`src/rtl/shared_port_arbiter.sv`:
```
// Two-requester round-robin arbiter driving the select of a shared 2:1 port mux.
// A hold counter lets the current owner be preempted once the other requester has waited long enough.
module shared_port_arbiter #(
  parameter int MAX_HOLD = 8,
  parameter int CNT_W    = 4
) (
  input  logic             clk,
  input  logic             reset,
  input  logic             REQ0,
  input  logic             REQ1,
  output logic             GNT0,
  output logic             GNT1,
  output logic             SEL,
  output logic             BUSY,
  output logic             PREEMPT,
  output logic [CNT_W-1:0] HOLD_CNT
);

  // State encoding doubles as the grant vector: bit 0 = GNT0, bit 1 = GNT1.
  typedef enum logic [1:0] {
    IDLE = 2'b00,
    OWN0 = 2'b01,
    OWN1 = 2'b10
  } state_t;

  localparam logic [CNT_W-1:0] HOLD_SAT = '1;
  localparam logic [CNT_W-1:0] HOLD_LIM = CNT_W'(MAX_HOLD);

  state_t           state_q, state_d;
  logic             last_q, last_d;
  logic             sel_q, sel_d;
  logic             preempt_q, preempt_d;
  logic [CNT_W-1:0] hold_q, hold_d;

  logic             enter;
  logic             enter_id;
  logic             cur_id;
  logic             own_req;
  logic             oth_req;

  always_ff @(posedge clk) begin
    if (reset) begin
      state_q   <= IDLE;
      last_q    <= 1'b1;
      sel_q     <= 1'b0;
      preempt_q <= 1'b0;
      hold_q    <= '0;
    end else begin
      state_q   <= state_d;
      last_q    <= last_d;
      sel_q     <= sel_d;
      preempt_q <= preempt_d;
      hold_q    <= hold_d;
    end
  end

  always_comb begin
    state_d   = state_q;
    last_d    = last_q;
    sel_d     = sel_q;
    preempt_d = 1'b0;
    hold_d    = hold_q;
    enter     = 1'b0;
    enter_id  = 1'b0;
    cur_id    = (state_q == OWN1);
    own_req   = cur_id ? REQ1 : REQ0;
    oth_req   = cur_id ? REQ0 : REQ1;

    case (state_q)
      IDLE: begin
        // On a tie the requester that did not own the port last wins.
        if (REQ0 && (!REQ1 || last_q)) begin
          enter    = 1'b1;
          enter_id = 1'b0;
        end else if (REQ1) begin
          enter    = 1'b1;
          enter_id = 1'b1;
        end
      end
      OWN0, OWN1: begin
        if (!own_req) begin
          if (oth_req) begin
            enter    = 1'b1;
            enter_id = ~cur_id;
          end else begin
            state_d = IDLE;
            hold_d  = '0;
          end
        end else if (oth_req && (hold_q >= HOLD_LIM) && !preempt_q) begin
          // The !preempt_q term keeps PREEMPT a single-cycle pulse even when MAX_HOLD is 1.
          enter     = 1'b1;
          enter_id  = ~cur_id;
          preempt_d = 1'b1;
        end else if (hold_q != HOLD_SAT) begin
          hold_d = hold_q + CNT_W'(1);
        end
      end
      default: begin
        state_d = IDLE;
        hold_d  = '0;
      end
    endcase

    if (enter) begin
      state_d = enter_id ? OWN1 : OWN0;
      sel_d   = enter_id;
      last_d  = enter_id;
      hold_d  = CNT_W'(1);
    end
  end

  assign GNT0     = state_q[0];
  assign GNT1     = state_q[1];
  assign BUSY     = |state_q;
  assign SEL      = sel_q;
  assign PREEMPT  = preempt_q;
  assign HOLD_CNT = hold_q;

endmodule

```
`config.mk`:
```
export PLATFORM = sky130hd
export DESIGN_NAME = shared_port_arbiter
export DESIGN_NICKNAME = d
export VERILOG_FILES = /design/src/rtl/shared_port_arbiter.sv
export SDC_FILE = /design/constraint.sdc
export NUM_CORES = 1
export LEC_CHECK = 0
export CAP_MARGIN = 5
export CORE_UTILIZATION = 40
export CTS_CLUSTER_SIZE = 20
export DETAILED_ROUTE_END_ITERATION = 7
export PLACE_DENSITY = 0.7
export SLEW_MARGIN = 25
export SYNTH_ARGS = -nofsm -noshare
export SYNTH_HDL_FRONTEND = slang
export SYNTH_SLANG_ARGS = --single-unit
```
`constraint.sdc`:
```
create_clock -name clk -period 1.6 [get_ports clk]
set_clock_uncertainty 0.1 [all_clocks]
set_input_delay 0.32 -clock clk [delete_from_list [all_inputs] [get_ports clk]]
set_output_delay 0.32 -clock clk [all_outputs]
set_load 0.1 [all_outputs]
```
Word-level counts from Yosys, hierarchy flattened
Index checks and enable logic that the tools add are counted.

Order comparisons: 1. Reduce and logical (&&, ||, !) cells: 14. $add $sub $neg: 1. Multiplexer cells: 24. Bitwise operators: 4. Multipliers: 0. Div/mod/pow operators: 0. Shift operators: 0. Equal/unequal tests: 12.

Operators with widths (count): two-way mux 4 bit (4); inequality test 4 bit (second input constant) (4); inequality test 3 bit (second input constant) (5); two-way mux 1 bit (12); two-way mux 2 bit (4); case mux 4 bit (2 select lines) (1); AND reduction 4 bit (2); OR reduction 2 bit (3); adder 4 x 1 -> 4 bit (second input constant) (1); >= comparator 4 bit (second input constant) (1); inverter 1 bit (4); case mux 1 bit (2 select lines) (2); case mux 2 bit (2 select lines) (1); logical AND 1 bit (3); AND reduction 3 bit (1); OR reduction 3 bit (1); == test 2 x 1 -> 1 bit (second input constant) (1); == test 2 bit (second input constant) (1); logical NOT 1 bit (2); logical NOT 2 bit (1); inequality test 2 bit (second input constant) (1); logical OR 1 bit (1).

Bits in writable memories: 0. Input bits: 4. Latch bits: 0. Memory bits (read-only): 0. Register bits: 9. Memories kept: 0. Output and inout bits: 9.

Logic depth before layout (Yosys ltp)
Gate-level depths: netlist (run 1).

Depth after elaboration: 9. Depth in mapped cells: 7. Depth with buffers taken out: 6.

Worst setup path after synthesis (run 1)
No wires, ideal clock.

Path type: register to register. Start point: reg state_q[0]. End point: reg hold_q[0], in the netlist HOLD_CNT[0]. Setup time: 0.130 ns. Slack: -1.264 ns. Arrival time: 2.634 ns. Stages on the path, launching flop included: 8. Cell sequence: dfxtp_1 -> inv_1 -> ha_1 -> buf_2 -> inv_1 -> o31ai_1 -> o21ai_1 -> a31oi_1.

Longest elaborated chain between the ends: 9. Elaborated cells between the ends (all ways): 20. Those cells by class: 6 x eq/ne; 9 x mux; 5 x reduce/logical.

RTL lines: from (decl) (RTL line 29) `state_t state_q, state_d;`; from (signal assigned) (RTL line 49) `state_q <= state_d;`; == test 2 bit (RTL line 65, 69); two-way mux 1 bit (RTL line 67) `oth_req = cur_id ? REQ0 : REQ1;`; logical AND 1 bit (2 in series) (RTL line 89) `end else if (oth_req && (hold_q >= HOLD_LIM) && !preempt_q) begin`; two-way mux 1 bit (RTL line 89); two-way mux 1 bit (RTL line 81) `if (!own_req) begin`; case mux 1 bit (2 select lines) (RTL line 69) `case (state_q)`; inequality test 4 bit (no source line) or inequality test 2 bit (tied branches); AND reduction 4 bit (no source line); to (signal assigned) (RTL line 53) `hold_q <= hold_d;`; to (decl) (RTL line 33) `logic [CNT_W-1:0] hold_q, hold_d;`.

Parallel ways exist; a longest one is shown, timed or not. A chain may end at the register's enable or synchronous reset.

Worst setup path after layout (run 1)
Start point: reg state_q[0]. End point: reg state_q[0].

Longest elaborated chain between the ends: 9. Elaborated cells between the ends (all ways): 24. Those cells by class: 5 x eq/ne; 13 x mux; 1 x bitwise; 5 x reduce/logical.

RTL lines (RTL line): == test 2 bit (65, 69); two-way mux 1 bit (67); logical AND 1 bit (2 in series) (89); two-way mux 1 bit (89); two-way mux 1 bit (81); case mux 1 bit (2 select lines) (69); inequality test 3 bit (no source line) (tied with other cells); AND reduction 3 bit (no source line) or two-way mux 2 bit (tied branches).

Parallel ways exist; a longest one is shown, timed or not.

==> impl_metrics.json, run 1 <==
{
  "cpPeakStageDelay_ns": 0.36,
  "use_met3": 0.0815,
  "maxSlewViolCount": 0,
  "yosys.area_share.xor_xnor": 0,
  "insertion_delay_ns": 0.26,
  "nets": 106,
  "syn_avg_cell_area_um2": 9.27,
  "drive_above_1_share": 0.594,
  "hold_viol": 0,
  "critPathKind": "flip-flop to flip-flop",
  "clkTransAtPathRegs_ns": 0.06,
  "netlist_area_um2": 612,
  "synthTopCellsByCount": "dfxtp_1, inv_1, ha_1",
  "synth_top_cells_by_area": "dfxtp_1, ha_1, inv_1, o311ai_4, a31oi_1",
  "drt_iter0_drc": 17,
  "power.density_nw_per_um2": 2080,
  "antenna_found_initial": 0,
  "final_antenna_net_count": 0,
  "cp-end-kind": "flip-flop",
  "crit_arrival_ns": 1.78,
  "die_h_um": 41.1,
  "drv_cap": 0,
  "grtUsageMet1": 0.296,
  "hpwl_um": 1270,
  "async_flop_share": 0,
  "top_usage_layer": "met2",
  "syn-instance-count": 66,
  "crit_slowest_cell": "dfxtp_4",
  "grt_max_degree": 9,
  "synth_seq_cells": 9,
  "syn_to_final_growth_pct": 75.7,
  "worst_slew_pin_slew_ns": 0.314,
  "cts_made_buffers": 3,
  "p_leak_nw": 0.402,
  "synth_top_area_cell": "dfxtp_1",
  "htree_levels": 1,
  "rsz0062_at_grt": "true",
  "die_width_um": 41.1,
  "io_buffers": 12,
  "fmax_mhz": 576,
  "crit_path_start_kind": "flip-flop",
  "finalSetupViolCount": 9,
  "fin_tns_setup_ns": -0.776,
  "violations": "negative setup slack",
  "grt_pass1_vias": 523,
  "synthAdderAreaFrac": 0.102,
  "rrSetupSlack_ns": -0.14,
  "fin_total_pwr_w": 0.00223,
  "gp_congestion": 0.910,
  "worstPathCellList": "inv_4 > ha_4 > mux2_4 > o211a_4 > o311ai_4 > o22ai_1",
  "synthSimpleGateAreaFrac": 0.162,
  "first_pass_iters": 4,
  "track_usage": 0.221,
  "synth_top_family_by_area": "compound AO/OA/AOI/OAI gates",
  "finalCritPeriodShare": 1.09,
  "hold_path_class": "flip-flop to flip-flop",
  "relSlewSlack": 0.790,
  "die_area_um2": 1690,
  "initial_utilization": 0.448,
  "grtUsageMet2": 0.344,
  "ys.flop_type": "dfxtp_1",
  "rows": 13,
  "core-area_um2": 1370,
  "io_pins": 13,
  "outcome": "finished with violations",
  "yosysSeqAreaShare": 0.294,
  "grt_pass1_wl_um": 2360,
  "whs_endpoint": "last_q",
  "n_antenna_cell": 0,
  "synth_enable_flop_cells": 0,
  "dp.cells": 103,
  "design_area_um2": 1070,
  "r2r-end": "state_q[0]",
  "clockBufferDepth": 2,
  "worstHoldPathCells": 1,
  "crit_fanout": 5,
  "min_period_ns": 1.74,
  "vias_per_cell": 5.78,
  "reg2reg_depth": 6,
  "grt-ovfl-total": 0,
  "yosys_warnings": 0,
  "drc": 0,
  "synth.top_cell.area_share": 0.294,
  "setup_ws_ns": -0.137,
  "holdWs_ns": 0.381,
  "synth_nets": 75,
  "rr_startpoint": "state_q[0]",
  "muxShareOfSynthArea": 0.0409,
  "synth_cell_types": 32,
  "routed-via-count": 642,
  "critical_path_required_ns": 1.64,
  "synth-compound-area-share": 0.337,
  "min-delay-start": "last_q",
  "hold_buffers": 0,
  "vdd_ir_drop_max_v": 0.00150,
  "fin_cells": 111,
  "finalWirelength_um": 1730,
  "cts.sinks": 9,
  "wl_per_cell_um": 15.5,
  "place_area_um2": 985,
  "cts_tree": "built",
  "cts_root_buffer": "clkbuf_4"
}
critical path: cells and delay by family (launching register included):
kind / cells / cell delay (ns)
buffers and inverters: 1 / 0.06
AO/OA/AOI/OAI: 3 / 0.60
multiplexers: 1 / 0.33
flip-flops: 1 / 0.36
adder cells (fa/ha/maj): 1 / 0.16
flip-flops by register name, summed over array words and instances, names as in the netlist:
| name | cells |
|---|---|
| PREEMPT | 1 |
| HOLD_CNT | 4 |
| last_q | 1 |
| SEL | 1 |
| state_q | 2 |
timing repair:
action,4_1_cts,5_1_grt
endpoints found under the hold margin,0,0
gates cloned,0,0
setup buffers,3,1
endpoints found under the setup margin,9,8
pin swaps,6,4
gates resized for setup,5,4
kinds of logic after synthesis:
kind of cell             after synthesis
AO/OA/AOI/OAI                         23
AND/OR/NAND/NOR                       17
buffers and inverters                 10
flip-flops                             9
adder cells (fa/ha/maj)                5
multiplexers                           2
how the worst max path moves through the flow:
stage / startpoint / end / slack (ns) / cells past startpoint
finish: state_q[0] / state_q[0] / -0.14 / 6
global route: state_q[0] / state_q[0] / -0.18 / 6
CTS: state_q[0] / HOLD_CNT[3] / -0.11 / 6
detailed placement: REQ1 / HOLD_CNT[3] / -0.46 / 5
global placement: REQ1 / state_q[0] / -0.37 / 5
floorplan: state_q[0] / HOLD_CNT[3] / -0.30 / 6
layout by cell type (no fill, tap or decap), drive strengths merged, types with 2 or more instances in the layout:
cell type    netlist  final
nand3              3      3
a211oi             2      2
inv                9      8
dfxtp              9      9
o2111ai            2      2
nor3               2      2
dlygate4sd2        0      2
clkbuf             0      4
and3               2      2
ha                 5      5
o21ai              3      3
a21oi              3      3
a31oi              3      3
buf                1     24
nor4b              2      2
nand2              4      4
nand4              2      2
per-stage QoR:
stage	worst slack [ns]	util
after floorplan	-0.301	-
after global placement	-0.375	0.721
after detailed placement	-0.457	0.721
after CTS	-0.112	0.765
after global routing	-0.184	0.787
final	-0.137	0.787
where the power goes:
part / leakage, nW / internal [W] / switching (W)
sequential: 0.0773 / 0.000299 / 0.0000813
clock: 0.0150 / 0.0000962 / 0.0000807
combinational: 0.310 / 0.000697 / 0.000978
final cells by class:
type	count	area (um2)
Clock buffer	4	26.3
Fill cell	96	292
Inverter	9	40.0
Multi-Input combinational cell	47	475
Sequential cell	9	194
Tap cell	15	18.8
Timing Repair Buffer	27	320
layer usage:
metal  up-vias  share of wire  routed length, um
li1        312              -                  -
met1       317           0.47                816
met2        13           0.49                843
met3         0          0.038                 65
met4         0              0                  0
met5         -              0                  0
Note: power is estimated with default switching activity, not from simulation.
==> run 2: changes to the inputs <==
--- a/config.mk
+++ b/config.mk
@@ -5,6 +5,7 @@
 export SDC_FILE = /design/constraint.sdc
 export NUM_CORES = 1
 export LEC_CHECK = 0
+export ABC_AREA = 1
 export CAP_MARGIN = 5
 export CORE_UTILIZATION = 40
 export CTS_CLUSTER_SIZE = 20
==> impl_metrics.json, run 2 <==
{
  "dp.cells": 119,
  "track_usage": 0.182,
  "clockBufferDepth": 2,
  "min_period_ns": 1.62,
  "drive_above_1_share": 0.536,
  "critPathLaunch": "state_q[1]",
  "die_width_um": 40.7,
  "fin_tns_setup_ns": -0.0198,
  "initial_utilization": 0.444,
  "antenna_found_initial": 0,
  "maxSlewViolCount": 0,
  "synth_top_cells_by_area": "dfxtp_1, nand2_1, inv_1, ha_1, nand3_1",
  "syn-instance-count": 89,
  "synth_nets": 98,
  "cp-end-kind": "flip-flop",
  "n_antenna_cell": 0,
  "fin_cells": 127,
  "cts_root_buffer": "clkbuf_4",
  "critical_path_required_ns": 1.64,
  "die_h_um": 40.7,
  "synth.top_cell.area_share": 0.301,
  "crit_path_end": "state_q[1]",
  "rrSetupSlack_ns": -0.02,
  "cts_made_buffers": 3,
  "syn_to_final_growth_pct": 76.6,
  "largest_reg_flops": 4,
  "crit_path_start_kind": "flip-flop",
  "routed-via-count": 636,
  "fmax_mhz": 618,
  "outcome": "finished with violations",
  "gp_congestion": 0.799,
  "final_common_cell": "inv_1",
  "io_pins": 13,
  "violations": "negative setup slack",
  "hold_path_class": "flip-flop to flip-flop",
  "grt-ovfl-total": 0,
  "grt_max_degree": 8,
  "syn_avg_cell_area_um2": 6.73,
  "place_ws_ns": -0.162,
  "htree_levels": 1,
  "relSlewSlack": 0.837,
  "core-area_um2": 1350,
  "cpPeakStageDelay_ns": 0.36,
  "clkTransAtPathRegs_ns": 0.06,
  "yosys_warnings": 0,
  "cp_common_cell": "nand2_8",
  "crit_fanout": 7,
  "worstPathCellList": "inv_2 > ha_4 > o21ai_2 > nor2_2 > buf_6 > nand2_8 > nand2_4 > nand2_8 > nand3_2 > a21oi_2",
  "reg2reg_depth": 10,
  "async_flop_share": 0,
  "nets": 122,
  "drc": 0,
  "rsz0062_at_grt": "true",
  "place_area_um2": 896,
  "hold_viol": 0,
  "hpwl_um": 1040,
  "finalWirelength_um": 1610,
  "critPathKind": "flip-flop to flip-flop",
  "rows": 13,
  "yosysSeqAreaShare": 0.301,
  "r2r-end": "state_q[1]",
  "ys.flop_type": "dfxtp_1",
  "design_area_um2": 1060,
  "wl_per_cell_um": 12.6,
  "synth_seq_cells": 9,
  "drv_cap": 0,
  "cts_tree": "built",
  "finalCritPeriodShare": 1.01,
  "grt_pass1_vias": 500,
  "setup_ws_ns": -0.0190,
  "synth_enable_flop_cells": 0,
  "insertion_delay_ns": 0.26,
  "first_pass_iters": 4,
  "worst_slew_pin_slew_ns": 0.244,
  "fillCellCount": 87,
  "io_buffers": 12,
  "drt_iter0_drc": 8,
  "synthTopCellsByCount": "nand2_1, inv_1, nand3_1",
  "cts.sinks": 9,
  "vias_per_cell": 5.01,
  "netlist_area_um2": 599,
  "yosysMostFrequentCell": "nand2_1",
  "crit_arrival_ns": 1.66,
  "rr_startpoint": "state_q[1]",
  "synth_cell_types": 18,
  "grt_pass1_wl_um": 1960,
  "final_antenna_net_count": 0,
  "most-common-layout-cells": "inv_1, nand2_1, buf_12",
  "synth_top_area_cell": "dfxtp_1",
  "die_area_um2": 1660,
  "crit_slowest_cell": "dfxtp_4",
  "finalSetupViolCount": 2
}
[run 2: cell type report]
class | count | area [um2] | area share
Inverter | 19 | 77.6 | 0.0733
Clock buffer | 4 | 26.3 | 0.0248
Timing Repair Buffer | 19 | 267 | 0.252
Multi-Input combinational cell | 61 | 475 | 0.449
Tap cell | 15 | 18.8 | 0.0177
Sequential cell | 9 | 194 | 0.183
[run 2: what timing repair did]
action / 4_1_cts / 5_1_grt
pin swaps: 0 / 9
hold buffers: 0 / 0
endpoints found under the setup margin: 2 / 8
buffers inserted: 1 / 3
gates resized for setup: 1 / 26
[run 2: worst min path at each step]
stage	startpoint	endpoint	cells past startpoint
after floorplan	reset	state_q[0]	1
after global placement	last_q	last_q	2
after detailed placement	last_q	last_q	2
after CTS	last_q	last_q	2
after global routing	last_q	last_q	2
final	SEL	SEL	2
[run 2: critical path, delay by kind of cell, from the launching register on]
| family | cells | cell delay (ns) |
|---|---|---|
| buffers and inverters | 2 | 0.18 |
| AND/OR/NAND/NOR | 5 | 0.46 |
| flip-flops | 1 | 0.36 |
| AO/OA/AOI/OAI | 2 | 0.11 |
| adder cells (fa/ha/maj) | 1 | 0.28 |
[run 2: metal layers]
layer,vias up,share of wire,global-route usage
met5,-,0,0
met3,4,0.029,0.0163
met1,290,0.46,0.242
li1,327,-,-
met2,15,0.50,0.286
met4,0,0.011,0.100
[run 2: logic make-up after synthesis]
kind of cell | after synthesis | share of synthesized area
compound gates | 9 | 0.0814
buf+inv | 19 | 0.119
flops | 9 | 0.301
xor+xnor | 1 | 0.0146
simple gates | 46 | 0.380
fa+ha+maj | 5 | 0.104
[run 2: stage by stage]
stage	hold WS [ns]	util
after detailed placement	0.381	0.664
after global routing	0.426	0.784
after global placement	0.378	0.664
after CTS	0.395	0.692
after floorplan	0.279	-
final	0.410	0.784
Power of run 2 is not shown: default switching activity piles up to over one toggle a cycle in this logic, so the estimate is an artifact.
==> run 3: changes to the inputs <==
==> constraint.sdc (replaced) <==
create_clock -name clk -period 1.6 [get_ports clk]
set_clock_uncertainty 0.1 [all_clocks]
set_input_delay 0.32 -clock clk [delete_from_list [all_inputs] [get_ports clk]]
set_output_delay 0.32 -clock clk [all_outputs]
set_load 0.05 [all_outputs]
==> impl_metrics.json, run 3 (same netlist as run 2, synthesis figures left out) <==
{
  "outcome": "finished clean",
  "die_width_um": 40.7,
  "power.density_nw_per_um2": 2110,
  "largest_reg_flops": 4,
  "crit_arrival_ns": 1.62,
  "drt_iter0_drc": 18,
  "worstHoldPathCells": 2,
  "rr_startpoint": "state_q[1]",
  "most-common-layout-cells": "inv_1, nand2_1, nand3_1, buf_12, buf_4",
  "rsz0062_at_grt": "true",
  "antenna_found_initial": 0,
  "first_pass_iters": 4,
  "n_antenna_cell": 0,
  "initial_utilization": 0.444,
  "insertion_delay_ns": 0.27,
  "p_leak_nw": 0.444,
  "worstPathCellList": "inv_2 > ha_4 > o21ai_2 > nor2_4 > nand2_8 > nand3_4 > nand2_2 > o21ai_1 > nor2_1",
  "finalCritPeriodShare": 0.973,
  "grt_pass1_vias": 552,
  "hold_path_class": "flip-flop to flip-flop",
  "crit_path_start_kind": "flip-flop",
  "finalWirelength_um": 1680,
  "grt-ovfl-total": 0,
  "hold_buffers": 0,
  "r2r-end": "HOLD_CNT[1]",
  "vdd_ir_drop_max_v": 0.00136,
  "crit_path_end": "HOLD_CNT[1]",
  "critPathKind": "flip-flop to flip-flop",
  "io_buffers": 12,
  "crit_slowest_cell": "dfxtp_4",
  "cts.sinks": 9,
  "cts_root_buffer": "clkbuf_4",
  "fin_total_pwr_w": 0.00215,
  "min_period_ns": 1.56,
  "drc": 0,
  "design_area_um2": 1020,
  "holdWs_ns": 0.388,
  "reg2reg_depth": 9,
  "place_ws_ns": -0.178,
  "dp.cells": 119,
  "wl_per_cell_um": 13.2,
  "crit_fanout": 6,
  "htree_levels": 1,
  "fin_cells": 127,
  "die_h_um": 40.7,
  "cp-end-kind": "flip-flop",
  "grt_max_degree": 8,
  "final_antenna_net_count": 0,
  "routed-via-count": 632,
  "vias_per_cell": 4.98,
  "setup_ws_ns": 0.0432,
  "critPathLaunch": "state_q[1]",
  "clkTransAtPathRegs_ns": 0.06,
  "hpwl_um": 1130,
  "relSlewSlack": 0.793,
  "critical_path_required_ns": 1.66,
  "drive_above_1_share": 0.429,
  "worst_slew_pin_slew_ns": 0.307,
  "clockBufferDepth": 2,
  "maxSlewViolCount": 0,
  "die_area_um2": 1660,
  "fillCellCount": 97,
  "fmax_mhz": 642,
  "cts_made_buffers": 3,
  "hold_viol": 0,
  "io_pins": 13,
  "drv_cap": 0,
  "syn_to_final_growth_pct": 70.4,
  "cpPeakStageDelay_ns": 0.38,
  "core-area_um2": 1350,
  "cts_tree": "built",
  "finalSetupViolCount": 0,
  "track_usage": 0.216,
  "nets": 122,
  "grt_pass1_wl_um": 2210,
  "place_area_um2": 877,
  "gp_congestion": 0.818,
  "rows": 13,
  "rrSetupSlack_ns": 0.04
}
-- run 3: cell count changes in the layout (fill, tap and decap cells not counted), sizes merged --
cell,change
clkbuf,-1
clkinv,+1
dlymetal6s2s,+1
clkdlybuf4s50,-1
-- run 3: final cells by class --
| type | instances | area (um2) | area share |
|---|---|---|---|
| Clock buffer | 3 | 22.5 | 0.0221 |
| Timing Repair Buffer | 19 | 265 | 0.260 |
| Multi-Input combinational cell | 61 | 439 | 0.430 |
| Clock inverter | 1 | 5.00 | 0.00490 |
| Tap cell | 15 | 18.8 | 0.0184 |
| Inverter | 19 | 77.6 | 0.0760 |
| Sequential cell | 9 | 193 | 0.189 |
-- run 3: power breakdown --
group / leakage (nW) / internal [W] / switching (W)
combinational: 0.350 / 0.000680 / 0.000885
clock: 0.0177 / 0.0000927 / 0.0000931
sequential: 0.0761 / 0.000311 / 0.0000887
total: 0.444 / 0.00108 / 0.00107
-- run 3: per-layer routing --
metal / vias to the layer above / global-route usage / wire length, um
met5: - / 0 / 0
met4: 0 / 0.0750 / 12
met3: 2 / 0.0978 / 76
met2: 17 / 0.349 / 861
met1: 289 / 0.250 / 729
li1: 324 / - / -
-- run 3: worst min-delay path by stage --
stage	from	end
final	last_q	last_q
after global routing	last_q	last_q
after CTS	last_q	last_q
after detailed placement	last_q	last_q
after global placement	last_q	last_q
after floorplan	reset	state_q[0]
-- run 3: stage by stage --
step / util / TNS [ns]
after floorplan: - / -0.00407
after global placement: 0.650 / -0.873
after detailed placement: 0.650 / -1.29
after CTS: 0.676 / 0
after global routing: 0.756 / -0.213
final: 0.756 / 0
-- run 3: what timing repair did --
| action | 4_1_cts | 5_1_grt |
|---|---|---|
| gates resized for setup | 0 | 22 |
| endpoints found under the setup margin | 3 | 8 |
| buffers inserted | 1 | 3 |
| pin swaps | 1 | 8 |
-- run 3: worst max-delay path: cells and delay by family (launching register included) --
kind	cells	cell delay, ns
compound gates	2	0.14
fa+ha+maj	1	0.26
buf+inv	1	0.05
flops	1	0.38
simple gates	5	0.52
